File: config.mk
export PLATFORM = sky130hd
export DESIGN_NAME = paddle_draw
export DESIGN_NICKNAME = d
export VERILOG_FILES = /design/src/rtl/breakout_pkg.sv /design/src/rtl/paddle_draw_rect_scanner.sv /design/src/rtl/paddle_draw.sv
export SDC_FILE = /design/constraint.sdc
export NUM_CORES = 1
export LEC_CHECK = 0
export CAP_MARGIN = 20
export CORE_MARGIN = 4
export CORE_UTILIZATION = 61
export DETAILED_ROUTE_END_ITERATION = 8
export GPL_TIMING_DRIVEN = 0
export HOLD_SLACK_MARGIN = 0.1
export PLACE_DENSITY = 0.95
export SETUP_SLACK_MARGIN = 0.2
export SKIP_LAST_GASP = 1
export SYNTH_ARGS = -nofsm -noshare
export SYNTH_HDL_FRONTEND = slang
export SYNTH_SLANG_ARGS = --single-unit
File: constraint.sdc
create_clock -name clk -period 6.3 [get_ports clk]
set_input_delay 1.575 -clock clk [delete_from_list [all_inputs] [get_ports clk]]
set_output_delay 1.575 -clock clk [all_outputs]
set_load 0.05 [all_outputs]
File: src/rtl/breakout_pkg.sv
// -----------------------------------------------------------------------------
// breakout_pkg
//   Shared constants for the 160x120 breakout video path: screen geometry,
//   the 3-bit colour codes, default paddle geometry, the paddle drawer's state
//   encoding and a small helper that clamps a left-edge X onto the screen.
// -----------------------------------------------------------------------------
package breakout_pkg;

    localparam int SCREEN_W = 160;
    localparam int SCREEN_H = 120;

    localparam logic [2:0] COLOUR_BLACK = 3'b000;
    localparam logic [2:0] COLOUR_WHITE = 3'b111;

    localparam int DEF_PADDLE_W = 16;
    localparam int DEF_PADDLE_H = 2;
    localparam int DEF_PADDLE_Y = 116;

    // Paddle drawer states (also exported on the debug state port).
    typedef enum logic [1:0] {
        IDLE  = 2'd0,
        ERASE = 2'd1,
        DRAW  = 2'd2,
        DONE  = 2'd3
    } state_t;

    // Largest legal left edge is passed in so the caller owns the geometry.
    function automatic logic [7:0] clamp_x(input logic [7:0] x, input logic [7:0] max_x);
        return (x > max_x) ? max_x : x;
    endfunction

endpackage

File: src/rtl/paddle_draw_rect_scanner.sv
// -----------------------------------------------------------------------------
// rect_scanner
//   Walks a RECT_W x RECT_H rectangle in raster order (column inner, row outer)
//   and emits one registered pixel coordinate per cycle.
//   A start pulse loads the base corner; the first pixel is presented in the
//   cycle right after the start edge. A start while scanning restarts the walk.
// Ports
//   clk, resetn       clock, asynchronous active-low reset
//   i_start           load base and begin a new scan
//   i_base_x/y        top-left corner of the rectangle
//   o_x, o_y          current pixel coordinate
//   o_valid           o_x/o_y hold a pixel of the current scan
//   o_last            current pixel is the final one of the scan
// -----------------------------------------------------------------------------
module rect_scanner #(
    parameter int RECT_W = 16,
    parameter int RECT_H = 2
) (
    input  logic       clk,
    input  logic       resetn,
    input  logic       i_start,
    input  logic [7:0] i_base_x,
    input  logic [6:0] i_base_y,
    output logic [7:0] o_x,
    output logic [6:0] o_y,
    output logic       o_valid,
    output logic       o_last
);

    localparam logic [7:0] COL_MAX = 8'(RECT_W - 1);
    localparam logic [3:0] ROW_MAX = 4'(RECT_H - 1);
    localparam logic       SINGLE  = (RECT_W == 1) && (RECT_H == 1);

    logic [7:0] r_base_x;
    logic [7:0] r_x;
    logic [6:0] r_y;
    logic [7:0] r_col;
    logic [3:0] r_row;
    logic       r_valid;
    logic       r_last;

    logic       w_wrap;
    logic [7:0] w_next_col;
    logic [3:0] w_next_row;
    logic       w_next_last;

    always_comb begin
        w_wrap      = (r_col == COL_MAX);
        w_next_col  = w_wrap ? 8'd0 : r_col + 8'd1;
        w_next_row  = w_wrap ? r_row + 4'd1 : r_row;
        // Precompute "last" one pixel ahead so o_last lines up with o_x/o_y.
        w_next_last = (w_next_col == COL_MAX) && (w_next_row == ROW_MAX);
    end

    always_ff @(posedge clk or negedge resetn) begin
        if (!resetn) begin
            r_base_x <= 8'd0;
            r_x      <= 8'd0;
            r_y      <= 7'd0;
            r_col    <= 8'd0;
            r_row    <= 4'd0;
            r_valid  <= 1'b0;
            r_last   <= 1'b0;
        end else if (i_start) begin
            r_base_x <= i_base_x;
            r_x      <= i_base_x;
            r_y      <= i_base_y;
            r_col    <= 8'd0;
            r_row    <= 4'd0;
            r_valid  <= 1'b1;
            r_last   <= SINGLE;
        end else if (r_valid) begin
            if (r_last) begin
                // Scan complete; coordinates hold their final value.
                r_valid <= 1'b0;
                r_last  <= 1'b0;
            end else begin
                r_col  <= w_next_col;
                r_row  <= w_next_row;
                r_x    <= w_wrap ? r_base_x : r_x + 8'd1;
                r_y    <= w_wrap ? r_y + 7'd1 : r_y;
                r_last <= w_next_last;
            end
        end
    end

    assign o_x     = r_x;
    assign o_y     = r_y;
    assign o_valid = r_valid;
    assign o_last  = r_last;

endmodule

File: src/rtl/paddle_draw.sv
// -----------------------------------------------------------------------------
// paddle_draw
//   Redraws the paddle on the 160x120 VGA adapter. On a frame tick while idle
//   it clamps the requested left edge, and if the paddle moved (or has never
//   been drawn) erases the old rectangle and draws the new one, one pixel per
//   cycle on the plot bus. All outputs come straight from registers.
// Ports
//   clk, resetn   clock, asynchronous active-low reset
//   paddle_x      requested left edge (sampled only on an accepted tick)
//   frame_tick    one-cycle pulse per frame; ignored unless idle
//   vga_x/y       pixel coordinate to the adapter
//   vga_colour    pixel colour
//   vga_plot      write strobe, one pixel per high cycle
//   busy          high while erasing or drawing
//   done          one-cycle pulse after the final pixel of an update
//   dbg_state     current FSM state, for observation only
// -----------------------------------------------------------------------------
module paddle_draw
    import breakout_pkg::*;
#(
    parameter int         PADDLE_W  = DEF_PADDLE_W,
    parameter int         PADDLE_H  = DEF_PADDLE_H,
    parameter int         PADDLE_Y  = DEF_PADDLE_Y,
    parameter logic [2:0] FG_COLOUR = COLOUR_WHITE,
    parameter logic [2:0] BG_COLOUR = COLOUR_BLACK
) (
    input  logic       clk,
    input  logic       resetn,
    input  logic [7:0] paddle_x,
    input  logic       frame_tick,
    output logic [7:0] vga_x,
    output logic [6:0] vga_y,
    output logic [2:0] vga_colour,
    output logic       vga_plot,
    output logic       busy,
    output logic       done,
    output state_t     dbg_state
);

    localparam logic [7:0] MAX_X   = 8'(SCREEN_W - PADDLE_W);
    localparam logic [7:0] START_X = 8'((SCREEN_W - PADDLE_W) / 2);
    localparam logic [6:0] TOP_Y   = 7'(PADDLE_Y);

    state_t     r_state;
    state_t     w_next_state;
    logic [7:0] r_last_x;
    logic [7:0] r_new_x;
    logic       r_drawn;
    logic [2:0] r_colour;

    logic [7:0] w_clamped_x;
    logic       w_start;
    logic [7:0] w_start_x;
    logic [2:0] w_start_colour;
    logic       w_load_new;
    logic       w_commit;

    logic [7:0] w_scan_x;
    logic [6:0] w_scan_y;
    logic       w_scan_valid;
    logic       w_scan_last;

    assign w_clamped_x = clamp_x(paddle_x, MAX_X);

    always_ff @(posedge clk or negedge resetn) begin
        if (!resetn) begin
            r_state <= IDLE;
        end else begin
            r_state <= w_next_state;
        end
    end

    always_comb begin
        w_next_state   = r_state;
        w_start        = 1'b0;
        w_start_x      = r_new_x;
        w_start_colour = FG_COLOUR;
        w_load_new     = 1'b0;
        w_commit       = 1'b0;
        case (r_state)
            IDLE: begin
                if (frame_tick) begin
                    if (!r_drawn) begin
                        w_next_state = DRAW;
                        w_start      = 1'b1;
                        w_start_x    = w_clamped_x;
                        w_load_new   = 1'b1;
                    end else if (w_clamped_x != r_last_x) begin
                        w_next_state   = ERASE;
                        w_start        = 1'b1;
                        w_start_x      = r_last_x;
                        w_start_colour = BG_COLOUR;
                        w_load_new     = 1'b1;
                    end
                end
            end
            ERASE: begin
                // Restart the scanner on the erase's final pixel so the first
                // draw pixel follows with no gap cycle.
                if (w_scan_valid && w_scan_last) begin
                    w_next_state = DRAW;
                    w_start      = 1'b1;
                    w_start_x    = r_new_x;
                end
            end
            DRAW: begin
                if (w_scan_valid && w_scan_last) begin
                    w_next_state = DONE;
                    w_commit     = 1'b1;
                end
            end
            DONE: begin
                w_next_state = IDLE;
            end
            default: begin
                w_next_state = IDLE;
            end
        endcase
    end

    always_ff @(posedge clk or negedge resetn) begin
        if (!resetn) begin
            r_last_x <= START_X;
            r_new_x  <= 8'd0;
            r_drawn  <= 1'b0;
            r_colour <= 3'b000;
        end else begin
            if (w_load_new) begin
                r_new_x <= w_clamped_x;
            end
            if (w_commit) begin
                r_last_x <= r_new_x;
                r_drawn  <= 1'b1;
            end
            // Colour is captured on the same edge the scanner loads, so it
            // stays aligned with the pixel stream.
            if (w_start) begin
                r_colour <= w_start_colour;
            end
        end
    end

    rect_scanner #(
        .RECT_W (PADDLE_W),
        .RECT_H (PADDLE_H)
    ) u_scanner (
        .clk      (clk),
        .resetn   (resetn),
        .i_start  (w_start),
        .i_base_x (w_start_x),
        .i_base_y (TOP_Y),
        .o_x      (w_scan_x),
        .o_y      (w_scan_y),
        .o_valid  (w_scan_valid),
        .o_last   (w_scan_last)
    );

    assign vga_x      = w_scan_x;
    assign vga_y      = w_scan_y;
    assign vga_colour = r_colour;
    assign vga_plot   = w_scan_valid;
    assign busy       = (r_state == ERASE) || (r_state == DRAW);
    assign done       = (r_state == DONE);
    assign dbg_state  = r_state;

endmodule
## Word-level counts from Yosys, hierarchy flattened

Index checks and enable logic that the tools add are counted.
Widths: inputs -> output; s select.

- Eq/ne operators: 12
- Reductions and logical operators: 9
- Add/sub/neg operators: 4
- Order comparisons: 1
- Multiplexer cells: 44

Operators with widths:

| operator | number |
|---|---|
| $mux 8 | 13 |
| $mux 7 | 4 |
| $add 8x1->8 const B | 2 |
| $eq 8x4->1 const B | 2 |
| $mux 4 | 4 |
| $mux 1 | 12 |
| $mux 3 | 4 |
| $mux 2 | 5 |
| $gt 8x8->1 const B | 1 |
| $ne 8x8->1 | 1 |
| $pmux 2 s4 | 1 |
| $add 7x1->7 const B | 1 |
| $ne 2x2->1 const B | 3 |
| $add 4x1->4 const B | 1 |
| $eq 2x2->1 const B | 2 |
| $eq 4x1->1 const B | 1 |
| $reduce_and 4->1 | 1 |
| $reduce_bool 2->1 | 2 |
| $ne 3x3->1 const B | 1 |
| $reduce_and 3->1 | 1 |
| $eq 2x1->1 const B | 1 |
| $logic_and 1x1->1 | 2 |
| $logic_not 2->1 | 1 |
| $ne 2x1->1 const B | 1 |
| 3 further kinds | 3 |

- Output and inout bits: 23
- Word-level logic and storage cells: 82
- Register bits: 59

## Depth between registers and ports, before layout

- Depth after elaboration: 9
- Gate-level depth with buffers: 9
- Mapped depth without buffers: 8

## Cells and area by module

From an unflattened synthesis, not the netlist that was laid out.

- Cells, all modules: 355
- Area, all modules: 3420.8 um^2

Modules (own cells, without submodules):

| module | cells each | instances | sequential area each (um^2) | area each (um^2) |
|---|---|---|---|---|
| rect_scanner | 210 | 1 | 925.9 | 2008.2 |
| paddle_draw | 145 | 1 | 503.0 | 1412.6 |

## Worst setup path after synthesis

No wires, ideal clock.

- Kind: input-to-reg
- Start point: in paddle_x[4]
- End point: reg r_new_x[4]
- Data required time: 6.172 ns
- Stages on the path: 8
- Path slack: 3.016 ns
- Path buffers: 2
- Data arrival time: 3.156 ns
- Path through: buf_2 o31a_1 o211ai_1 a21oi_1 and4_1 buf_2 nor2_2 mux2_1

- Longest elaborated chain between the ends: 7

RTL lines:

| item | line | source |
|---|---|---|
| from (decl) | paddle_draw.sv:29 | `input logic [7:0] paddle_x,` |
| $gt 8x8->1 | breakout_pkg.sv:29 | `return (x > max_x) ? max_x : x;` |
| $mux 8 * | breakout_pkg.sv:29 |  |
| $ne 8x8->1 | paddle_draw.sv:88 | `end else if (w_clamped_x != r_last_x) begin` |
| $mux 1 | paddle_draw.sv:88 |  |
| $mux 1 | paddle_draw.sv:83 | `if (!r_drawn) begin` |
| $mux 1 | paddle_draw.sv:82 | `if (frame_tick) begin` |
| $mux 1 | paddle_draw.sv:80 | `case (r_state)` |
| to (signal assigned) | paddle_draw.sv:129 | `r_new_x <= w_clamped_x;` |
| to (decl) | paddle_draw.sv:47 | `logic [7:0] r_new_x;` |

Mark *: on every way between the ends. The rest lies on a longest branch, timed or not.
A chain may end at the register's enable or synchronous reset.

## Worst setup path in the final report

- Start point: in paddle_x[6]
- End point: reg u_scanner.r_x[6] (netlist: u_scanner.o_x[6])

- Longest elaborated chain between the ends: 9
- Elaborated cells between the ends (all ways): 15
- Classes of those cells: order compare: 1; eq/ne: 2; mux: 10; reduce/logical: 2

RTL lines:

| item | line | source |
|---|---|---|
| $gt 8x8->1 | breakout_pkg.sv:29 |  |
| $mux 8 * | breakout_pkg.sv:29 |  |
| $ne 8x8->1 | paddle_draw.sv:88 |  |
| $mux 1 | paddle_draw.sv:88 |  |
| $mux 1 | paddle_draw.sv:83 |  |
| $mux 1 | paddle_draw.sv:82 |  |
| $pmux 1 s2 | paddle_draw.sv:80 |  |
| $ne 2x1->1 (no line) / $reduce_bool 2->1 (equally long branches) | -- |  |
| $reduce_and 2->1 (no line) | -- |  |
| to (signal assigned) | paddle_draw_rect_scanner.sv:66 | `r_x <= i_base_x;` |
| to (signal assigned) | paddle_draw_rect_scanner.sv:80 | `r_x <= w_wrap ? r_base_x : r_x + 8'd1;` |
| to (decl) | paddle_draw_rect_scanner.sv:35 | `logic [7:0] r_x;` |

Marks and branches as above.

==> summary.md <==
| Metric | Value |
|---|---|
| Clock Latency Late Sink | `roughly 0.34 ns` |
| Num ports | `34` |
| Grt total ovfl | `0` |
| Final setup skew | `about 0.0075 ns` |
| Slew HR | `0.536` |
| Layout cells sized above 1 | `0.104` |
| Pwr Density | `between 400 and 500 mW/mm^2` |
| Area leader, netlist | `dfrtp_1` |
| Pin count of the biggest net entering global routing | `32` |
| Max-capacitance violation count | `0` |
| DP HPWL | `~6.1 mm` |
| Clock Sinks | `57` |
| Final setup viols | `0` |
| Vias per std cell | `around 6.6` |
| Synth area leaders | `dfrtp_1 41%, nor2_1 4.0%, nand2_1 3.6%, xor2_1 3.4%, ha_1 3.4%` |
| Root buffer cell | `clkbuf_8` |
| Crit Path Category | `primary input to flop` |
| EDFF count, synth | `0` |
| Buffers added on ports | `32` |
| Fraction of registers with async set or reset after synthesis | `1.00` |
| Full die area | `0.00676 mm^2` |
| Top cells by count, synth | `55 x dfrtp_1, 36 x nor2_1, 32 x nand2_1` |
| Diodes inserted | `0` |
| Unrepaired setup endpoints after global routing | `false` |
| Count leader, synth | `dfrtp_1` |
| Chip width | `just over 80 um` |
| Core area | `0.00524 mm^2` |
| Hold Buf Count CTS | `0` |
| Critical Path End Type | `flop` |
| Avg Cell Area, Syn | `between 9 and 10 um^2` |
| Net count, final | `420` |
| Post-synthesis cell count | `between 300 and 400` |
| Router iterations before antenna repair | `5` |
| Leakage | `between 1.5 and 2 nW` |
| Initial antenna violation count | `0` |
| Setup TNS | `0 ns` |
| GRT Resource Usage Total | `0.283` |
| Main synth FF type | `dfrtp_1` |
| Routed vias | `about 3,100` |
| CTS tree | `yes` |
| DRC viols | `0` |
| Maximum vdd drop | `around 0.31 mV` |
| Routed wire length | `roughly 9 mm` |
| Clock-pin slew on the worst setup and hold paths | `~0.070 ns` |
| Reg area | `approximately 0.0014 mm^2` |
| Synthesized cell area | `between 0.003 and 0.004 mm^2` |
| Routed WL per cell | `18.5 um` |
| Critical path required time | `around 6.5 ns` |
| Fmax | `about 260 MHz` |
| Row Count | `26` |
| CTS H-tree depth | `3` |
| Routed Antenna Nets | `0` |
| Worst-margin pin slew | `~0.7 ns` |
| Final period util | `0.617` |
| Initial Util | `0.642` |
| Worst setup SP type | `primary input` |
| Synth cell types | `60` |
| Share of the synthesized area in the top cell type | `0.410` |
| Crit Path Max Fanout | `10` |
| CTS buffer count | `9` |
| DR iter-0 viols | `between 400 and 500` |
| Fillers | `approximately 360` |
| Post-CTS sizing | `0` |
| Vias in the first global route | `3,005` |
| Area after DPL | `~0.0038 mm^2` |
| Yosys Warn Count | `0` |
| Tmin final | `roughly 3.9 ns` |
| Area delta synth->final | `18.9%` |
| Slew Limit Fails | `0` |
| Final Hold Viols | `0` |
| Register area share after synthesis | `0.425` |
| Design area | `between 0.003 and 0.004 mm^2` |
| CP arrival | `4.10 ns` |
| GPL Wtd Cong | `roughly 0.97` |
| Syn_nets | `approximately 380` |
| Status | `completed` |
| Post-CTS Setup Bufs | `0` |
| Yosys reg bits | `57` |
| HP Class | `flop to flop` |
| Clk buf depth | `2` |
| Multi-input gate area | `0.00180 mm^2` |
| Die span in y | `82.2 um` |
| First-pass GRT wire length | `between 10 and 15 mm` |
-- registers in the layout (all words and copies together) (netlist names) --
register	count
r_last_x	8
r_new_x	8
u_scanner.o_x	8
u_scanner.r_base_x	8
u_scanner.r_col	8
u_scanner.o_y	7
u_scanner.r_row	4
dbg_state	2
r_drawn	1
u_scanner.o_last	1
u_scanner.o_valid	1
vga_colour	1
-- path summary, 6_finish.rpt --
path | from | end | slack [ns] | depth (start not counted)
min in group asynchronous | resetn | r_new_x[7]$_DFFE_PN0P_ | 1.28 | 1
min | u_scanner.r_base_x[7]$_DFFE_PN0P_ | u_scanner.r_base_x[7]$_DFFE_PN0P_ | 0.52 | 2
max | paddle_x[6] | u_scanner.o_x[6]$_DFFE_PN0P_ | 2.41 | 8
max in group asynchronous | resetn | r_last_x[3]$_DFFE_PN1P_ | 4.37 | 2
max reg2reg | r_last_x[4]$_DFFE_PN0P_ | u_scanner.o_x[6]$_DFFE_PN0P_ | 3.94 | 7
min reg2reg | u_scanner.r_base_x[7]$_DFFE_PN0P_ | u_scanner.r_base_x[7]$_DFFE_PN0P_ | 0.52 | 2
-- critical path, cell delays in order --
cell and delay (ns):
clkdlybuf4s50_1 0.58, nor2b_1 0.34, xnor2_1 0.22, and4b_1 0.33, nand4_2 0.33, a21oi_1 0.31, buf_2 0.28, a22oi_1 0.13
-- layout make-up --
type | instances | area share
Multi-Input combinational cell | 271 | 0.451
Inverter | 11 | 0.0103
Sequential cell | 57 | 0.357
Timing Repair Buffer | 33 | 0.0839
Buffer | 17 | 0.0219
Clock buffer | 13 | 0.0372
Clock inverter | 3 | 0.0163
Tap cell | 70 | 0.0219
-- stage by stage --
| stage | utilization | setup slack (ns) | power, mW | instances | hold slack (ns) |
|---|---|---|---|---|---|
| after floorplan | - | 3.02 | 1.11 | 356 | 0.472 |
| after global placement | 0.720 | 1.97 | 1.31 | 458 | 0.490 |
| after detailed placement | 0.722 | 2.13 | 1.34 | 459 | 0.508 |
| after CTS | 0.763 | 2.47 | 1.72 | 475 | 0.520 |
| after global routing | 0.763 | 2.27 | 1.84 | 475 | 0.563 |
| final | 0.763 | 2.41 | 1.74 | 475 | 0.522 |
-- per-layer routing --
metal | wire length, um | vias to the layer above | track usage
met5 | 0 | - | 0
li1 | - | 1413 | -
met1 | 3540 | 1500 | 0.375
met3 | 861 | 35 | 0.0618
met2 | 4140 | 194 | 0.442
met4 | 229 | 0 | 0.128
-- report_power, final --
| part | leakage, nW | total [mW] | internal (mW) | switching (mW) |
|---|---|---|---|---|
| sequential | 0.700 | 0.597 | 0.479 | 0.118 |
| combinational | 0.908 | 0.764 | 0.293 | 0.471 |
| clock | 0.108 | 0.379 | 0.233 | 0.146 |
-- cell families after synthesis --
family,Yosys count,synth area share
xor gates and xnor gates,20,0.0521
and+or+nand+nor,119,0.177
adders and majority gates,9,0.0335
buffers and inverters,28,0.0383
muxes,15,0.0484
AOI/OAI and AO/OA,108,0.226
DFF,57,0.425
-- cell usage in the layout (no fill, tap or decap), types with 4 or more instances in the layout --
cell,count
dfrtp_1,55
a22oi_1,9
nand2b_1,4
ha_1,9
o21ai_0,20
o31ai_1,6
nor2_1,36
mux2_2,7
xnor2_1,7
nand3_1,8
clkbuf_8,10
a21oi_1,12
nor2b_1,5
nor3_1,7
and3_1,4
nand4_1,5
o21a_1,5
o211ai_1,9
a2bb2oi_1,6
xor2_1,13
clkdlybuf4s50_1,31
a211oi_1,4
mux2i_1,5
buf_2,8
inv_1,11
clkbuf_1,9
a31oi_1,8
nand2_1,32
(Power assumes the default switching activity.)
